==> src/rtl/uart_tx.sv <==
// UART transmitter: 8 data bits LSB first, no parity, 1 or 2 stop bits.
// Outputs are registered decodes of the state, so the line lags the state by one clk.
module uart_tx #(
  parameter int CLKS_PER_BIT = 5208,
  parameter int STOP_BITS    = 1
) (
  input  logic       clk,
  input  logic       rst,
  input  logic       soft_rst,
  input  logic       tx_start,
  input  logic [7:0] tx_data_in,
  output logic       tx_data_out,
  output logic       tx_busy,
  output logic       tx_done
);

  localparam int BAUD_W = $clog2(CLKS_PER_BIT) + 1;
  localparam logic [BAUD_W-1:0] BAUD_RELOAD = BAUD_W'(CLKS_PER_BIT - 1);
  localparam logic LAST_STOP = (STOP_BITS == 2) ? 1'b1 : 1'b0;

  typedef enum logic [2:0] {
    IDLE  = 3'd0,
    START = 3'd1,
    DATA  = 3'd2,
    STOP  = 3'd3,
    DONE  = 3'd4
  } state_t;

  state_t            state;
  logic [7:0]        shift_reg;
  logic [2:0]        bit_cnt;
  logic              stop_cnt;
  logic [BAUD_W-1:0] baud_cnt;
  logic              bit_end;
  logic              in_frame;

  assign bit_end  = (baud_cnt == '0);
  assign in_frame = (state == START) || (state == DATA) || (state == STOP);

  always_ff @(posedge clk or negedge rst) begin
    if (!rst) begin
      state       <= IDLE;
      shift_reg   <= '0;
      bit_cnt     <= '0;
      stop_cnt    <= 1'b0;
      baud_cnt    <= BAUD_RELOAD;
      tx_data_out <= 1'b1;
      tx_busy     <= 1'b0;
      tx_done     <= 1'b0;
    end else if (soft_rst) begin
      state       <= IDLE;
      shift_reg   <= '0;
      bit_cnt     <= '0;
      stop_cnt    <= 1'b0;
      baud_cnt    <= BAUD_RELOAD;
      tx_data_out <= 1'b1;
      tx_busy     <= 1'b0;
      tx_done     <= 1'b0;
    end else begin
      case (state)
        IDLE: begin
          if (tx_start) begin
            shift_reg <= tx_data_in;
            state     <= START;
          end
        end
        START: begin
          if (bit_end) state <= DATA;
        end
        DATA: begin
          if (bit_end) begin
            shift_reg <= {1'b0, shift_reg[7:1]};
            if (bit_cnt == 3'd7) begin
              bit_cnt <= '0;
              state   <= STOP;
            end else begin
              bit_cnt <= bit_cnt + 3'd1;
            end
          end
        end
        STOP: begin
          if (bit_end) begin
            if (stop_cnt == LAST_STOP) begin
              stop_cnt <= 1'b0;
              state    <= DONE;
            end else begin
              stop_cnt <= stop_cnt + 1'b1;
            end
          end
        end
        DONE:    state <= IDLE;
        default: state <= IDLE;
      endcase

      // Baud counter reloads at every bit boundary and parks at the reload value outside a frame
      if (in_frame) baud_cnt <= bit_end ? BAUD_RELOAD : baud_cnt - 1'b1;
      else          baud_cnt <= BAUD_RELOAD;

      case (state)
        START:   tx_data_out <= 1'b0;
        DATA:    tx_data_out <= shift_reg[0];
        default: tx_data_out <= 1'b1;
      endcase
      tx_busy <= in_frame;
      tx_done <= (state == DONE);
    end
  end

endmodule

==> config.mk <==
export PLATFORM = sky130hd
export DESIGN_NAME = uart_tx
export DESIGN_NICKNAME = d
export VERILOG_FILES = /design/src/rtl/uart_tx.sv
export SDC_FILE = /design/constraint.sdc
export NUM_CORES = 1
export LEC_CHECK = 0
export CAP_MARGIN = 40
export CORE_MARGIN = 2
export CORE_UTILIZATION = 50
export DETAILED_ROUTE_END_ITERATION = 16
export HOLD_SLACK_MARGIN = 0.08
export PLACE_DENSITY = 0.7
export SYNTH_ARGS = -nofsm -noshare
export SYNTH_HDL_FRONTEND = slang
export SYNTH_SLANG_ARGS = --single-unit
==> constraint.sdc <==
create_clock -name clk -period 1.8 [get_ports clk]
set_clock_uncertainty 0.2 [all_clocks]
set_input_delay 0.36 -clock clk [delete_from_list [all_inputs] [get_ports clk]]
set_output_delay 0.36 -clock clk [all_outputs]
set_load 0.1 [all_outputs]
* Word-level counts from Yosys, hierarchy flattened
Cells that the tools add are included.
** Storage, ports and cells
- Output and inout port bits :: 3
- Word-level logic and storage cells :: 61
- Memory bits (writable) :: 0
- Bits in read-only memories :: 0
- Bits of input ports :: 12
- Latch bits :: 0
- Memories kept :: 0
- Register bits after elaboration :: 32
** Operators by class
- Divide/modulo/power cells :: 0
- Muxes and demuxes :: 27
- Bitwise logic cells :: 0
- Add/subtract/negate cells :: 3
- Magnitude comparators :: 0
- Shifts and indexed selects :: 0
- Multipliers :: 0
- Reductions and logical operators :: 12
- Equality and inequality tests :: 11
** Operator list (count)
- 14-bit 2-to-1 mux :: 3
- 3-bit 2-to-1 mux :: 11
- 8-bit 2-to-1 mux :: 3
- 8-bit case mux with 2 select lines :: 1
- 3-bit != test, second input constant :: 5
- 14-bit logical NOT :: 1
- 14-bit by 1-bit subtractor with 14-bit output, second input constant :: 1
- 3-bit case mux with 4 select lines :: 1
- 1-bit 2-to-1 mux :: 7
- 3-bit by 2-bit == test with 1-bit output, second input constant :: 2
- 3-bit == test, second input constant :: 2
- 6-bit AND reduction :: 1
- 2-bit nonzero test :: 3
- 2-bit AND reduction :: 2
- 3-bit by 1-bit adder with 3-bit output, second input constant :: 1
- 3-bit by 1-bit == test with 1-bit output, second input constant :: 1
- 3-bit logical NOT :: 1
- 3-bit by 2-bit != test with 1-bit output, second input constant :: 1
- 3-bit AND reduction :: 1
- 3-bit nonzero test :: 1
- 1-bit logical OR :: 2
- 1-bit case mux with 2 select lines :: 1
- 1-bit adder, second input constant :: 1

* Longest topological paths before layout
Gate-level depths: netlist of run 1.
- Word-level depth :: 5
- Gate-level depth with buffers :: 7
- Depth with buffers taken out :: 6

* Worst setup path after synthesis of run 1
Ideal clock, no wire load.
- Path type :: reg2reg
- Start point :: reg baud_cnt[0]
- End point :: reg bit_cnt[0]
- Data required time :: 1522 ps
- Arrival time :: 1676 ps
- Path slack :: -155 ps
- Buffers on the path :: 0
- Stages on the path, launching flop included :: 7
- Period minus slack after synthesis :: 1955 ps
- Library setup time :: 78 ps
- Cells stage by stage :: dfstp_2 -> inv_1 -> ha_1 -> nor3b_1 -> nand4_2 -> or4_1 -> a21oi_1
** On the way
- Longest elaborated chain between the ends :: 3
** Ends and longest elaborated chain
- start: declaration :: line 33 : logic [BAUD_W-1:0] baud_cnt;
- start signal: assignment :: line 96 : if (in_frame) baud_cnt <= bit_end ? BAUD_RELOAD : baud_cnt - 1'b1;
- 14-bit logical NOT :: line 37 : assign bit_end = (baud_cnt == '0);
- 2-bit nonzero test (no source line)
- 2-bit AND reduction (no source line)
- end signal: assignment :: line 77 : bit_cnt <= bit_cnt + 3'd1;
- end: declaration :: line 31 : logic [2:0] bit_cnt;
Every way passes these cells.
A chain may end at the register's enable or synchronous reset.

* Final worst setup path of run 1
- Start point :: reg baud_cnt[11]
- End point :: reg bit_cnt[0]
The elaborated chain is that of the path after synthesis.

==> results of run 1 <==
## metrics by stage
stage	cells	instance area [µm²]	setup TNS (ps)	power, mW	hold WS, ps
2_1_floorplan	159	1600	-94.11	0.8059	-135.6
3_3_place_gp	232	1973	-625.7	0.8814	311.2
3_5_place_dp	232	1973	-1314	0.8860	330.4
4_1_cts	242	2064	-221.9	1.348	173.4
5_1_grt	242	2100	-711.0	1.405	162.9
6_report	242	2100	-24.86	1.343	171.8
## cells in the mapped netlist (3+ instances only)
cell / count
nor4_1: 4
o21ai_1: 4
xnor2_1: 3
clkbuf_1: 6
a21oi_1: 4
dfrtp_1: 23
nand2_1: 24
nor3b_1: 8
nand3_1: 5
nor2_1: 15
a22oi_1: 7
o211ai_1: 7
ha_1: 3
dfstp_2: 8
xor2_1: 8
## layout make-up
type	instances	area share [%]
multi-input combinational	119	39.03
sequential	31	37.43
timing repair buffer	38	17.28
clock buffer	8	3.278
tap	44	2.622
inverter	2	0.3576
## critical path, delay by kind of cell, from the launching register on
| family | cells | cell delay [ps] |
|---|---|---|
| buf+inv | 1 | 170 |
| flops | 1 | 410 |
| simple gates | 3 | 890 |
| compound gates | 1 | 120 |
## per-layer routing
metal,track usage (%),part of all wire (%),vias to the layer above
li1,-,-,650
met1,27.00,45,620
met2,33.23,48,30
met3,7.036,4.6,9
met4,8.696,1.7,0
met5,0,0,-
## power groups by stage
| stage | sequential [mW] | clock [mW] | combinational [mW] |
|---|---|---|---|
| floorplan | 0.751 | 0 | 0.0546 |
| global placement | 0.737 | 0 | 0.145 |
| detailed placement | 0.737 | 0 | 0.149 |
| CTS | 0.725 | 0.474 | 0.149 |
| global route | 0.727 | 0.513 | 0.165 |
| finish | 0.725 | 0.467 | 0.152 |
## cell families (layout without fill, tap and decap cells)
| family | after synthesis | in the layout |
|---|---|---|
| AOI/OAI and AO/OA | 25 | 25 |
| buffers and inverters | 9 | 48 |
| adders and majority gates | 3 | 3 |
| DFF | 31 | 31 |
| xor gates and xnor gates | 11 | 11 |
| and+or+nand+nor | 77 | 77 |
| muxes | 3 | 3 |
## path summary, 6_finish.rpt
| kind | start | end | slack (ps) | cells after the start |
|---|---|---|---|---|
| max | baud_cnt[11] | bit_cnt[0] | -20 | 5 |
| min in group clk | baud_cnt[2] | baud_cnt[2] | 360 | 2 |
| min | rst | shift_reg[6] | 170 | 2 |
| max reg2reg | baud_cnt[11] | bit_cnt[0] | -20 | 5 |
| min reg2reg | baud_cnt[2] | baud_cnt[2] | 360 | 2 |
| max in group asynchronous | rst | baud_cnt[12] | 980 | 2 |
## timing repair
action                                  in CTS  in global routing
setup buffers                                2                  0
gates resized for setup                      2                  9
pin swaps                                    2                  1
endpoints found under the setup margin      10                 17
endpoints found under the hold margin        0                  0
==> run summary, run 1 <==
Die Y-Extent = 60.44 µm
total gr overflow = 0
largest net degree at the start of global routing = 32
chip width = 60.44 µm
synthesized area per cell = 10.02 µm²
Net Sw Frac = 24.32%
LEAKAGE = 0.8604 nW
fin util = 68.77%
period utilization = 101.4%
slew margin rel. = 72.21%
TritonCTS Buffers = 5
Iter 0 DRT Violations = 31
area of the multi-input gates = 819.5 µm²
Yosys top cell by area = dfrtp_1
Critical Path Source Type = flop
crit path time final = 1825 ps
slowest CP cell = or4_4
layout cells sized above 1 = 28.28%
CTS tree = done
global-route wire length before repair = 5.575 mm
power per cell area = 639.8 nW/µm²
Clock Pin Slew Worst Setup and Hold Paths = 100 ps
CTS Hold Bufs = 0
1st-pass router iterations = 5
Detail Route Antenna Nets = 0
crit path cell chain = nor4_2, buf_4, nand4_2, or4_4, a21oi_2
Initial Util = 52.17%
antenna violations before repair = 0
IO buf count = 14
synthesized area = 1593 µm²
clock latency on the worst-skew pair = 340 ps
Post-synth EDFFs = 0
combinational family with the most area after synthesis = simple AND/OR/NAND/NOR gates
post-synth cell types = 38
CTS sink count = 31
worst-case clock buffer depth = 2
Yosys top cell area share = 36.14%
sequential share of the synthesized area = 49.33%
CP endpoint kind = flop
CP peak stage delay = 510 ps
async set-or-reset flop fraction in the synthesized netlist = 100.0%
die area = 3653 µm²
# diodes = 0
Clock Power Share = 34.7%
maxcap violations = 0
setup violators final = 1
XOR/XNOR Fraction of Synth Area = 6.049%
Adder-Cell Fraction of Synth Area = 2.357%
Yosys reg bits = 31
Worst-Margin Slew = 414.6 ps
synthesized net count = 174
I/O pins = 15
cells after synthesis = 159
status = complete, but fails checks
count of final hold-check violations = 0
Synth Area in Compound Gates = 10.45%
fin worst setup slack = -24.86 ps
Syn-to-layout area delta = 31.81%
Worst VDD drop = 0.0004241 V
failing checks = setup timing
dpl ws = -168.7 ps
std cell rows = 20
GPL Wtd Cong = 0.7744
most frequent cells in the layout = 24 x nand2_1, 23 x dfrtp_1, 23 x buf_4, 15 x nor2_1, 11 x clkdlybuf4s50_1
part of the power in registers = 54.0%
simple-gate share of the synthesized area = 27.65%
Top FF cell, synth = dfrtp_1
cell-internal power = 1.017 mW
Ys Warns = 0
commonest non-fill, non-tap cell in the layout = nand2_1
DRC violations left = 0
mux share of post-synthesis cell area = 1.964%
CP Max Fanout = 4
combinational group share of total power = 11.3%
Clock Tree Root = clkbuf_4
critical path class = flop to flop
via/cell ratio = 5.409
CP arrival = 1910 ps
Core ar. = 3053 µm²
Peak Freq = 548.0 MHz
Detailed Place HPWL = 2.352 mm
worst hold path type = input pin to async pin
final WL = 3.334 mm
nets@finish = 212
vias in the first global route = 1271
unrepaired setup endpoints after global routing = true
gr usage total = 21.14%
Filler cells = 259
htree depth = 2
largest cells by area after synthesis = dfrtp_1 36%, dfstp_2 13%, nand2_1 5.7%
vias after detailed routing = 1309
max FFs per register = 14
Worst Path Required = 1880 ps
drt wl/cell = 13.78 µm
P_sw = 326.7 µW
Seq. cell area = 785.8 µm²
Final Max Tran Viols = 0
No activity file was read; power rests on OpenSTA's default activity.
==> run 2: changes to the inputs <==
Settings changed: CAP_MARGIN 40 to not set, CORE_UTILIZATION 50 to 26, GPL_TIMING_DRIVEN set to 0, PLACE_DENSITY 0.7 to 0.4.
==> run summary, run 2 (synthesis results as in run 1) <==
worst hold path type = flop to flop
critical path launch point = baud_cnt[0]
drt wl/cell = 14.49 µm (+5.2%)
worst hold stages = 1
htree depth = 2 (unchanged)
GPL Wtd Cong = 0.7122 (-8.0%)
count of final hold-check violations = 0 (unchanged)
CP arrival = 1900 ps (about the same)
clock latency on the worst-skew pair = 290 ps (-50 ps)
chip width = 82.27 µm (+36%)
I/O pins = 15 (unchanged)
maxcap violations = 0 (unchanged)
Critical Path Source Type = flop
worst reg2reg path endpoint = state[1]
Worst VDD drop = 0.0002341 V (-45%)
reg-to-reg setup timing slack = -100 ps (-70 ps)
vias after detailed routing = 1313 (+0.31%)
Detailed Place HPWL = 2.463 mm (+4.7%)
unrepaired setup endpoints after global routing = true
std cell rows = 28 (+40%)
CP Max Fanout = 5 (+1)
dpl ws = -507.8 ps (-339.1 ps)
commonest non-fill, non-tap cell in the layout = dfrtp_1
vias in the first global route = 1303 (+2.5%)
worst-case clock buffer depth = 2 (unchanged)
setup violators final = 13 (+12)
die area = 6768 µm² (+85%)
slew margin rel. = 50.82% (-21 points)
Detail Route Antenna Nets = 0 (unchanged)
worst hold slack = 265.4 ps (+93.61 ps)
CP peak stage delay = 550 ps (+40 ps)
gr usage total = 13.21% (-7.9 points)
Hold Startpoint = baud_cnt[0]
power per cell area = 672.8 nW/µm² (+5.2%)
via/cell ratio = 4.881 (-9.8%)
Peak Freq = 526.9 MHz (-3.8%)
r2r startpoint = baud_cnt[0]
nets@finish = 208 (-1.9%)
fin util = 37.24% (-32 points)
Overall Power = 1.483 mW (+10%)
status = complete, but fails checks
# diodes = 0 (unchanged)
worst hold path endpoint = baud_cnt[0]
final WL = 3.898 mm (+17%)
CTS sink count = 31 (unchanged)
fin worst setup slack = -97.89 ps (-73.02 ps)
slowest CP cell = dfstp_2
Non-Filler Instances = 269 (+11%)
Die Y-Extent = 82.27 µm (+36%)
layout cells sized above 1 = 34.02% (+5.7 points)
most frequent cells in the layout = 22 x dfrtp_1, 17 x nand2_1, 13 x nor2_1, 10 x clkdlybuf4s50_1
antenna violations before repair = 0 (unchanged)
Buf/Inv on CP = 3 (+2)
LEAKAGE = 0.8655 nW (+0.59%)
Cells after DPL = 248 (+6.9%)
critical path class = flop to flop
largest net degree at the start of global routing = 32 (unchanged)
failing checks = setup timing
Clock Tree Root = clkbuf_8
CP endpoint kind = flop
Initial Util = 26.90% (-25 points)
period utilization = 105.4% (+4.1 points)
crit path cell chain = inv_2, ha_4, nor3b_4, buf_4, and4_4, buf_6, nand2_4, mux2i_1
crit path time final = 1898 ps (+73.02 ps)
CTS tree = done
Clock Pin Slew Worst Setup and Hold Paths = 60 ps (-40 ps)
max FFs per register = 14 (unchanged)
1st-pass router iterations = 4 (-1)
Core ar. = 5921 µm² (+94%)
TritonCTS Buffers = 5 (unchanged)
Iter 0 DRT Violations = 39 (+26%)
Syn-to-layout area delta = 38.41%
Filler cells = 608 (+130%)
Final Max Tran Viols = 0 (unchanged)
global-route wire length before repair = 6.561 mm (+18%)
IO buf count = 14 (unchanged)
delay-heaviest family, CP = flip-flops
total gr overflow = 0 (unchanged)
Worst-Margin Slew = 737.7 ps (+323.1 ps)
worst reg2reg path depth = 8 (+3)
Worst Path Required = 1810 ps (-70 ps)
DRC violations left = 0 (unchanged)
## run 2: cell types whose count changed in the layout (fill, tap and decap cells not counted), moves of 4 or more
cell | before | now
nor3b_2 | 0 | 4
clkbuf_8 | 2 | 8
buf_12 | 4 | 0
buf_6 | 0 | 6
nor3b_1 | 7 | 3
nand2_2 | 0 | 5
buf_4 | 23 | 8
nand2_1 | 24 | 17
## run 2: worst reg2reg max path: cells and delay by family, from the launching register on
kind          cells  cell delay, ps
flops             1             550
buf+inv           3             340
mux               1             170
fa+ha+maj         1             150
simple gates      3             410
## run 2: report_power, final
group	internal, mW	switching, mW
Combinational	0.0650	0.0833
Sequential	0.716	0.0117
Clock	0.349	0.258
## run 2: through the flow
stage / cell area [µm²] / setup TNS (ps)
final: 2205 / -680.9
after global routing: 2205 / -1786
after CTS: 2120 / -1134
after detailed placement: 1829 / -7954
after global placement: 1834 / -20440
after floorplan: 1600 / -94.11
## run 2: final cells by class
class                           count  area, µm²  share of cell area, %
Multi-Input combinational cell    119      910.9                  41.32
Timing Repair Buffer               28      261.5                  11.86
Clock buffer                        8      100.1                  4.540
Inverter                            2      7.507                 0.3405
Sequential cell                    31      787.0                  35.70
Tap cell                           75      93.84                  4.257
Buffer                              6      43.79                  1.986
## run 2: how the worst max path moves through the flow
| stage | depth (start not counted) | slack, ps | to |
|---|---|---|---|
| after floorplan | 6 | -40 | state[0] |
| after global placement | 4 | -500 | shift_reg[6] |
| after detailed placement | 4 | -510 | shift_reg[1] |
| after CTS | 6 | -140 | bit_cnt[0] |
| after global routing | 6 | -170 | bit_cnt[0] |
| final | 8 | -100 | state[1] |
## run 2: metal layers
layer  part of all wire [%]  global-route usage (%)  wire length (µm)  up-vias
met3                    3.3                   3.587               129        5
met2                     46                   20.08              1799       22
met1                     48                   17.43              1890      644
li1                       -                       -                 -      642
met4                    2.0                   6.000                79        0
met5                      0                       0                 0        -
## run 2: what timing repair did
action	CTS	global route
endpoints found under the hold margin	23	0
hold buffers	1	0
gates resized for setup	41	18
cloned	0	1
pin swaps	6	9
buffers inserted	9	4
endpoints found under the setup margin	24	28
==> run 3: changes to the inputs <==
Settings changed: CORE_ASPECT_RATIO set to 2.
==> run summary, run 3 (synthesis results as in run 1) <==
Syn-to-layout area delta = 43.05%
Setup TNS Final = -372.4 ps (+308.5 ps)
crit path time final = 1889 ps (-8.516 ps)
# diodes = 0 (unchanged)
worst reg2reg path endpoint = bit_cnt[0]
die area = 6806 µm² (+0.56%)
Iter 0 DRT Violations = 77 (+97%)
Critical Path Source Type = flop
Buf/Inv on CP = 1 (-2)
Net Sw Frac = 22.28% (-1.5 points)
Worst-Margin Slew = 735.6 ps (-2.028 ps)
slew margin rel. = 50.96% (+0.14 points)
r2r startpoint = baud_cnt[0]
largest net degree at the start of global routing = 32 (unchanged)
most frequent cells in the layout = 21 x dfrtp_1, 19 x nand2_1, 14 x nor2_1, 10 x clkdlybuf4s50_1, 10 x buf_4
cell-internal power = 1.370 mW (+21%)
1st-pass router iterations = 4 (unchanged)
fin worst setup slack = -89.37 ps (+8.515 ps)
chip width = 59.35 µm (-28%)
Final Max Tran Viols = 0 (unchanged)
std cell rows = 40 (+43%)
nets@finish = 211 (+1.4%)
status = complete, but fails checks
Peak Freq = 529.3 MHz (+0.45%)
CP Max Fanout = 3 (-2)
dpl ws = -546.7 ps (-38.95 ps)
Die Y-Extent = 114.7 µm (+39%)
Detail Route Antenna Nets = 0 (unchanged)
Clock Tree Root = clkbuf_16
layout cells sized above 1 = 36.04% (+2.0 points)
Detailed Place HPWL = 2.730 mm (+11%)
Initial Util = 26.74% (-0.16 points)
CP endpoint kind = flop
vias in the first global route = 1426 (+9.4%)
reg-to-reg setup timing slack = -90 ps (about the same)
delay-heaviest family, CP = simple AND/OR/NAND/NOR gates
Filler cells = 601 (-1.2%)
Core ar. = 5956 µm² (+0.59%)
P_sw = 393.0 µW (+11%)
worst hold stages = 2 (+1)
total gr overflow = 0 (unchanged)
part of the power in registers = 41.3% (-7.8 points)
drt wl/cell = 16.17 µm (+12%)
via/cell ratio = 5.131 (+5.1%)
period utilization = 105.0% (-0.47 points)
CP arrival = 1890 ps (about the same)
combinational group share of total power = 8.5% (-1.5 points)
power per cell area = 773.9 nW/µm² (+15%)
GPL Wtd Cong = 0.7122 (unchanged)
CTS sink count = 31 (unchanged)
commonest non-fill, non-tap cell in the layout = dfrtp_1
worst hold slack = 334.8 ps (+69.34 ps)
area of the multi-input gates = 917.1 µm² (+0.69%)
max FFs per register = 14 (unchanged)
Clock Power Share = 50.2% (+9.3 points)
I/O pins = 15 (unchanged)
clock latency on the worst-skew pair = 270 ps (-20 ps)
vias after detailed routing = 1334 (+1.6%)
worst reg2reg path depth = 6 (-2)
DRC violations left = 0 (unchanged)
slowest CP cell = or4_4
failing checks = setup timing
unrepaired setup endpoints after global routing = true
Worst VDD drop = 0.0004157 V (+78%)
worst hold path type = flop to flop
global-route wire length before repair = 7.051 mm (+7.5%)
CTS tree = done
CP peak stage delay = 510 ps (-40 ps)
Hold Startpoint = bit_cnt[2]
worst-case clock buffer depth = 2 (unchanged)
crit path cell chain = inv_2, ha_4, nor3b_4, nand4_4, or4_4, a21oi_2
Clock Pin Slew Worst Setup and Hold Paths = 50 ps (about the same)
LEAKAGE = 0.9002 nW (+4.0%)
htree depth = 2 (unchanged)
Seq. cell area = 788.3 µm² (+0.16%)
antenna violations before repair = 0 (unchanged)
IO buf count = 14 (unchanged)
critical path class = flop to flop
maxcap violations = 0 (unchanged)
count of final hold-check violations = 0 (unchanged)
Worst Path Required = 1800 ps (about the same)
Cells after DPL = 236 (-4.8%)
TritonCTS Buffers = 5 (unchanged)
worst hold path endpoint = bit_cnt[2]
final WL = 4.205 mm (+7.9%)
gr usage total = 14.06% (+0.85 points)
setup violators final = 12 (-1)
Non-Filler Instances = 260 (-3.3%)
==> run 3: cell types whose count changed in the layout (fill, tap and decap cells not counted), sizes merged <==
cell    previous run  this run
buf               15        19
clkbuf            14        13
==> run 3: cell type report <==
class	count	share of cell area, %
buffer	6	2.142
clock buffer	8	6.864
multi-input combinational	119	40.25
inverter	2	0.3295
tap	63	3.460
timing repair buffer	31	12.36
sequential	31	34.60
==> run 3: power groups by stage <==
stage	logic [mW]	clock network [mW]	registers, mW
finish	0.150	0.886	0.727
global route	0.164	0.938	0.729
CTS	0.151	0.908	0.727
detailed placement	0.133	0	0.736
global placement	0.133	0	0.735
floorplan	0.0546	0	0.751
==> run 3: layer usage <==
metal	global-route usage, %	part of all wire (%)
met1	14.99	38
met2	26.01	58
met3	2.825	2.3
met4	5.000	1.4
met5	0	0
==> run 3: worst max-delay path by stage <==
stage | end | from | cells past startpoint | slack, ps
after global placement | shift_reg[7] | tx_start | 4 | -550
after global routing | bit_cnt[0] | baud_cnt[0] | 6 | -170
after floorplan | state[0] | baud_cnt[0] | 6 | -40
after detailed placement | shift_reg[7] | tx_start | 4 | -550
after CTS | bit_cnt[0] | baud_cnt[0] | 6 | -90
final | bit_cnt[0] | baud_cnt[0] | 6 | -90
==> run 3: timing repair <==
item	in CTS	in global routing
endpoints found under the setup margin	24	27
endpoints found under the hold margin	23	0
setup buffers	13	1
hold buffers	1	0
gates resized for setup	45	15
gates cloned	2	0
pin swaps	7	10
==> run 3: metrics by stage <==
stage          power [mW]  instance area (µm²)  utilization (%)
5_1_grt             1.831                 2278            38.26
2_1_floorplan      0.8059                 1600                -
3_5_place_dp       0.8686                 1814            30.46
6_report            1.763                 2278            38.26
4_1_cts             1.786                 2228            37.42
3_3_place_gp       0.8684                 1819            30.55
==> run 3: worst reg2reg max path, cell delays in order, from the launching register on <==
cell and delay, ps:
dfstp_2 370, inv_2 60, ha_4 130, nor3b_4 270, nand4_4 160, or4_4 510
a21oi_2 120
